===== config.mk =====
export PLATFORM = sky130hd
export DESIGN_NAME = controle_busca
export DESIGN_NICKNAME = d
export VERILOG_FILES = /design/src/rtl/controle_busca.sv
export SDC_FILE = /design/constraint.sdc
export NUM_CORES = 1
export LEC_CHECK = 0
export ABC_AREA = 1
export BUFFER_PORTS_ARGS = -buffer_cell sky130_fd_sc_hd__buf_2
export CORE_MARGIN = 4
export CORE_UTILIZATION = 29
export DETAILED_ROUTE_END_ITERATION = 7
export SLEW_MARGIN = 20
export SYNTH_ARGS = -nofsm -noshare
export SYNTH_HDL_FRONTEND = slang
export SYNTH_SLANG_ARGS = --single-unit

===== constraint.sdc =====
create_clock -name clock -period 5.4 [get_ports clock]
set_input_delay 0.54 -clock clock [delete_from_list [all_inputs] [get_ports clock]]
set_output_delay 0.54 -clock clock [all_outputs]
set_load 0.005 [all_outputs]

===== src/rtl/controle_busca.sv =====
// controle_busca: instruction fetch controller.
// Walks a word-addressed instruction memory, registering one instruction per
// cycle, and handles branches, datapath stalls, halt and address-range faults.
//
// Output contract: valida=1 means instrucao/pc_atual hold an instruction that
// was loaded and not yet invalidated by a branch, halt, fault or disable. A new
// instruction replaces it on every BUSCA cycle without a higher-priority event.
// There is no backpressure other than parada.
module controle_busca #(
    parameter logic [31:0] END_INICIAL = 32'd0,
    parameter logic [31:0] END_MAX     = 32'd1024
) (
    input  logic        clock,
    input  logic        reset_n,
    input  logic        habilita,
    input  logic        parada,
    input  logic        desvio,
    input  logic [31:0] alvo_desvio,
    input  logic        fim,
    input  logic [31:0] instrucao_mem,
    output logic [31:0] endereco,
    output logic [31:0] instrucao,
    output logic        valida,
    output logic [31:0] pc_atual,
    output logic [1:0]  estado,
    output logic        erro,
    output logic [31:0] contador
);

    typedef enum logic [1:0] {
        OCIOSO = 2'b00,
        BUSCA  = 2'b01,
        ESPERA = 2'b10,
        PARADO = 2'b11
    } estado_t;

    estado_t     estado_q, estado_d;
    logic [31:0] pc_q, pc_d;
    logic [31:0] instrucao_q, instrucao_d;
    logic [31:0] pc_atual_q, pc_atual_d;
    logic [31:0] contador_q, contador_d;
    logic        valida_q, valida_d;
    logic        erro_q, erro_d;

    // One extra bit so pc+1 from 32'hFFFF_FFFF still compares as out of range.
    logic [32:0] pc_inc;
    logic [32:0] alvo_ext;
    logic [32:0] limite;
    logic        falha_desvio;
    logic        falha_busca;

    assign pc_inc   = {1'b0, pc_q} + 33'd1;
    assign alvo_ext = {1'b0, alvo_desvio};
    assign limite   = {1'b0, END_MAX};

    // A branch loads alvo_desvio into pc; otherwise a fetch (no stall) loads pc+1.
    assign falha_desvio = desvio && (alvo_ext > limite);
    assign falha_busca  = !desvio && !parada && (pc_inc > limite);

    assign endereco  = pc_q;
    assign instrucao = instrucao_q;
    assign valida    = valida_q;
    assign pc_atual  = pc_atual_q;
    assign estado    = estado_q;
    assign erro      = erro_q;
    assign contador  = contador_q;

    // Next-state and register-update decisions, highest priority first.
    always_comb begin
        estado_d    = estado_q;
        pc_d        = pc_q;
        instrucao_d = instrucao_q;
        pc_atual_d  = pc_atual_q;
        contador_d  = contador_q;
        valida_d    = valida_q;
        erro_d      = erro_q;

        case (estado_q)
            OCIOSO: begin
                if (habilita) begin
                    estado_d = BUSCA;
                end
            end

            BUSCA, ESPERA: begin
                if (fim && valida_q) begin
                    // Halt decoded from the held instruction.
                    estado_d = PARADO;
                    valida_d = 1'b0;
                end else if (falha_desvio) begin
                    // Out-of-range branch target: pc stays where it was.
                    erro_d   = 1'b1;
                    valida_d = 1'b0;
                    estado_d = PARADO;
                end else if (falha_busca) begin
                    // The last legal word is still loaded before stopping.
                    instrucao_d = instrucao_mem;
                    pc_atual_d  = pc_q;
                    contador_d  = contador_q + 32'd1;
                    erro_d      = 1'b1;
                    valida_d    = 1'b0;
                    estado_d    = PARADO;
                end else if (!habilita) begin
                    valida_d = 1'b0;
                    estado_d = OCIOSO;
                end else if (desvio) begin
                    // Branch wins over a simultaneous stall.
                    pc_d     = alvo_desvio;
                    valida_d = 1'b0;
                    estado_d = BUSCA;
                end else if (parada) begin
                    estado_d = ESPERA;
                end else begin
                    instrucao_d = instrucao_mem;
                    pc_atual_d  = pc_q;
                    valida_d    = 1'b1;
                    pc_d        = pc_inc[31:0];
                    contador_d  = contador_q + 32'd1;
                    estado_d    = BUSCA;
                end
            end

            default: begin
                // PARADO: terminal until reset.
                estado_d = PARADO;
            end
        endcase
    end

    // State and datapath registers with asynchronous active-low reset.
    always_ff @(posedge clock or negedge reset_n) begin
        if (!reset_n) begin
            estado_q    <= OCIOSO;
            pc_q        <= END_INICIAL;
            instrucao_q <= 32'd0;
            pc_atual_q  <= 32'd0;
            contador_q  <= 32'd0;
            valida_q    <= 1'b0;
            erro_q      <= 1'b0;
        end else begin
            estado_q    <= estado_d;
            pc_q        <= pc_d;
            instrucao_q <= instrucao_d;
            pc_atual_q  <= pc_atual_d;
            contador_q  <= contador_d;
            valida_q    <= valida_d;
            erro_q      <= erro_d;
        end
    end

endmodule


# After elaboration in Yosys (flattened, before gate mapping)

Cells that the tools add are included.

Bits in registers: 132
Bits in latches: 0
Memories: 0
Word-level logic and storage cells: 65
Output and inout bits: 132
Bits in writable memories: 0
Memory bits (read-only): 0

Reductions and logical operators: 14
Divide/modulo/power cells: 0
Eq/ne operators: 7
Bitwise operators: 3
Shifts and indexed selects: 0
Multipliers: 0
$lt $le $gt $ge: 2
Add/sub/neg operators: 2
Muxes and demuxes: 30

Operators by type and width:

| cell                                                                              | count |
|---|---|
| 32-bit two-way mux                                                                | 14 |
| 32-bit by 1-bit adder with 33-bit output, second input constant                   | 1 |
| 33-bit by 11-bit greater-than comparator with 1-bit output, second input constant | 1 |
| 32-bit by 1-bit adder with 32-bit output, second input constant                   | 1 |
| 32-bit by 11-bit greater-than comparator with 1-bit output, second input constant | 1 |
| 2-bit two-way mux                                                                 | 7 |
| 6-bit AND reduction                                                               | 2 |
| 1-bit two-way mux                                                                 | 8 |
| 2-bit by 1-bit != test with 1-bit output, second input constant                   | 3 |
| 6-bit by 2-bit != test with 1-bit output, second input constant                   | 1 |
| 1-bit logical AND                                                                 | 4 |
| 2-bit one-hot mux with 2 select lines                                             | 1 |
| 2-bit nonzero test                                                                | 2 |
| 1-bit NOT                                                                         | 3 |
| 3-bit AND reduction                                                               | 1 |
| 2-bit by 1-bit == test with 1-bit output, second input constant                   | 1 |
| 2-bit == test, second input constant                                              | 1 |
| 1-bit zero test                                                                   | 2 |
| 2-bit zero test                                                                   | 1 |
| 2-bit != test, second input constant                                              | 1 |
| 2-bit AND reduction                                                               | 1 |
| 2-bit OR reduction                                                                | 1 |

# Depth between registers and ports, before layout

Depth after elaboration: 7
Gate-level depth with buffers: 20

# Least setup slack after synthesis

Ideal clock, no wire load.

Path type: register -> register
Start point: reg pc_q[1], in the netlist endereco[1]
End point: reg contador_q[5], in the netlist contador[5]
Library setup time: 0.120 ns
Data required time: 5.280 ns
Arrival time: 2.244 ns
Period minus slack after synthesis: 2.364 ns
Slack: 3.036 ns
Cell stages (with the launch flop): 19
Path buffers: 2
Cell sequence: dfrtp_1 -> ha_1 -> nand2_2 -> nor2_4 -> nand2_2 -> nor2_4 -> nand3_1 -> nand2_1 -> nand2_1 -> nor2_1 -> nand2_1 -> nor2_2 -> nand4_1 -> nand2_2 -> inv_2 -> buf_6 -> buf_6 -> nand3b_1 -> nand2_1

Word-level cells in the longest chain between the ends: 5
Elaborated cells on any way between the ends: 8
Classes of those cells: add/sub (1); order compare (1); eq/ne (2); mux (1); reduce/logical (3)

RTL lines:

| item                                                                                                   | RTL line | text |
|---|---|---|
| start, declared                                                                                        | 38       | `logic [31:0] pc_q, pc_d;` |
| start signal, assigned                                                                                 | 142      | `pc_q <= pc_d;` |
| 32-bit by 1-bit adder with 33-bit output (*)                                                           | 52       | `assign pc_inc = {1'b0, pc_q} + 33'd1;` |
| 33-bit by 11-bit greater-than comparator with 1-bit output (*)                                         | 58       | `assign falha_busca = !desvio && !parada && (pc_inc > limite);` |
| 1-bit logical AND (*)                                                                                  | 58       |  |
| 2-bit by 1-bit != test with 1-bit output (no source line) / 2-bit nonzero test (equally long branches) | --       |  |
| 6-bit AND reduction (no source line)                                                                   | --       |  |
| end signal, assigned                                                                                   | 145      | `contador_q <= contador_d;` |
| end, declared                                                                                          | 41       | `logic [31:0] contador_q, contador_d;` |

Mark *: on every way between the ends. The rest lies on a longest branch, timed or not.
A chain may end at the register's enable or synchronous reset.

# Final worst setup path

Start point: reg pc_q[1], in the netlist endereco[1]
End point: reg contador_q[8], in the netlist contador[8]

Same word-level chain as after synthesis.

==> key figures <==
Cells and area
  – FILL cells: 2609
  – Layout cells sized above 1: 0.218
  – Area occupied by multi-input gates: 3280 um^2
  – Layout area overhead: 25.8%
  – N_diodes: 0
  – Nets: 1256
  – Reg area: 3300 um^2

GRT
  – Gr ovfl total: 0
  – GR Util All Layers: 0.163
  – Initial antenna violation count: 0
  – First-pass GRT wire length: 35.4 mm
  – Vias in the first global route: 6723
  – Largest net degree at the start of global routing: 118

Logic synthesis
  – Top cells by area, synth: dfrtp_1 46%, nand2_1 22%, inv_1 5.0%, nor2_1 4.7%, o21ai_0 3.2%
  – Post-synth EDFFs: 0
  – Register area share after synthesis: 0.463
  – YS warnings: 0
  – Post-synth ARST share: 1.00
  – Mapped Cells: 984
  – Avg Inst Size Synth: 7.25 um^2
  – Count leader, synth: nand2_1
  – Synthesized Nets: 1059
  – Distinct cells, synth: 31
  – Ys flop type: dfrtp_1
  – Mapped cell area: 7140 um^2
  – Area leader, netlist: dfrtp_1
  – Post-synthesis register bit count: 132
  – Most frequent cells after synthesis: 419 x nand2_1, 132 x dfrtp_1, 95 x inv_1, 89 x nor2_1, 46 x o21ai_0
  – Top-area cell type share of the netlist area: 0.463

Worst setup path
  – Crit. Startpoint: endereco[1]$_DFFE_PN0P_
  – Worst R2R Path Depth: 16
  – Crit. End Element: flop
  – Crit path launch type: flop
  – Crit-path cells: ha_1 > nand2_2 > nor2_4 > nand2_2 > nor2_4 > nand2_1 > xor2_1 > nand3_1 > nor2_1 > nand4_1 > nand2_4 > inv_2 > buf_4 > nand2_1 > nand2_1 > nand2_1
  – Critical-path top delay cell: inv_2
  – Arr. time, crit path: 3.60 ns
  – Cell depth of the worst setup path: 16
  – Crit path kind: reg2reg
  – Worst path most repeated cell: nand2_1
  – FF-to-FF Start: endereco[1]$_DFFE_PN0P_
  – Largest stage delay, worst path: 0.59 ns
  – Worst-path fanout max: 45
  – Worst Path Buf+Inv: 2
  – Worst path required time: 5.71 ns
  – Largest delay share family, worst path: simple AND/OR/NAND/NOR gates

Clock tree
  – Clock root buffer: clkbuf_16
  – TritonCTS buffer count: 17
  – Clk_lat worst skew: 0.43 ns
  – Clock Pin Slew Worst Setup and Hold Paths: 0.06 ns
  – CTS H-tree lvls: 4
  – Hold buffer count at cts: 0
  – TritonCTS Sinks: 132
  – Max Buffers Root-to-Sink: 2
  – Post-CTS sizing: 0
  – CTS tree: done
  – Postcts setup bufs: 0

STA
  – Fin. max-slew vios: 0
  – Worst slew pin tran: 0.968 ns
  – Tmin final: 3.28 ns
  – Slew headroom: 0.355
  – Final worst path period share: 0.608
  – Final Skew: 0.0126 ns
  – Final worst slack: 2.12 ns
  – Achievable frequency: 0.304 GHz
  – RSZ-0062 raised after global routing: no
  – Final Hold Viols: 0
  – Setup TNS: 0 ns
  – Final setup viols: 0

Die
  – Die width: 165 um
  – I/O pin count: 202
  – Starting Density: 0.294
  – DIE AREA: 27200 um^2
  – FP Rows: 57
  – Die height: 165 um
  – Core Footprint: 24200 um^2

Detailed routing
  – Total wire length: 22.0 mm
  – Initial DRC Count: 531
  – Via count: 6951
  – Vias per cell: 4.58
  – Post-route ant nets: 0
  – Routed length per placed instance: 14.5 um
  – Post-route DRC: 0
  – TritonRoute pass-1 iters: 5

Placed design
  – Hpwl dp: 16.5 mm
  – PortBufs: 201
  – Setup WS pre-CTS: 2.04 ns
  – Placer Congestion: 0.950

Power and ir drop
  – Total power: 3.64 mW
  – LEAKAGE: 4.82 nW
  – P per Cell Area: 406 nW/um^2
  – Worst VDD drop: 148 uV

Run
  – Max Cap Viol: 0

Outcome
  – Outcome: finished clean

Hold path
  – Hold Path Class: in2async
logic make-up (layout without fill, tap and decap cells):
family,Yosys count,count (layout),synth area share
adder cells (fa/ha/maj),5,5,0.00877
XOR/XNOR,31,31,0.0381
flip-flops,132,132,0.463
AO/OA/AOI/OAI,60,60,0.0454
buffers and inverters,126,336,0.0780
AND/OR/NAND/NOR,630,630,0.367
through the flow:
step	instances	cell area (um^2)	hold slack (ns)	utilization
finish	1518	8970	0.235	0.370
global route	1518	8970	0.301	0.370
global placement	1486	8400	0.457	0.347
floorplan	984	7140	0.244	-
CTS	1518	8970	0.278	0.370
detailed placement	1486	8400	0.459	0.347
power breakdown:
| group | internal [mW] | switching, mW |
|---|---|---|
| combinational | 0.419 | 0.607 |
| sequential | 1.26 | 0.221 |
| clock | 0.651 | 0.480 |
| total | 2.33 | 1.31 |
final timing paths:
| check | endpoint | slack, ns |
|---|---|---|
| worst max-delay path | contador[8]$_DFFE_PN0P_ | 2.12 |
| worst min-delay path | contador[25]$_DFFE_PN0P_ | 0.23 |
| worst max register to register | contador[8]$_DFFE_PN0P_ | 2.12 |
| worst min register to register | instrucao[24]$_DFFE_PN0P_ | 0.47 |
| max in group asynchronous | pc_atual[8]$_DFFE_PN0P_ | 4.06 |
| min in group clock | instrucao[18]$_DFFE_PN0P_ | 0.31 |
state kept, by name (all words and copies together), names as in the netlist:
name / cells
pc_atual: 32
valida: 1
contador: 32
estado: 2
endereco: 32
instrucao: 32
erro: 1
routing by layer:
layer,global-route usage,up-vias,wire (um)
met5,0,-,0
met4,0.0348,0,199
met3,0.0419,23,1640
met2,0.263,241,10000
met1,0.223,3204,10200
li1,-,3483,-
layout make-up:
cell class / count / area share
clock buffer: 19 / 0.0494
clock inverter: 13 / 0.0138
inverter: 99 / 0.0414
multi-input combinational: 726 / 0.366
sequential: 132 / 0.368
tap: 324 / 0.0452
timing repair buffer: 205 / 0.117
layout by cell type, fill, tap and decap left out, drive strengths merged, types with 3 or more instances in the layout:
cell,instances
nor4,10
xor2,25
nand3,44
nand3b,4
dfrtp,132
nor2,98
inv,103
clkbuf,19
a31oi,5
clkinvlp,3
nand2,425
nand4,17
a21oi,4
buf,205
clkinv,5
o21ai,50
nor3,26
xnor2,6
ha,5
No activity file was read; power rests on OpenSTA's default activity.
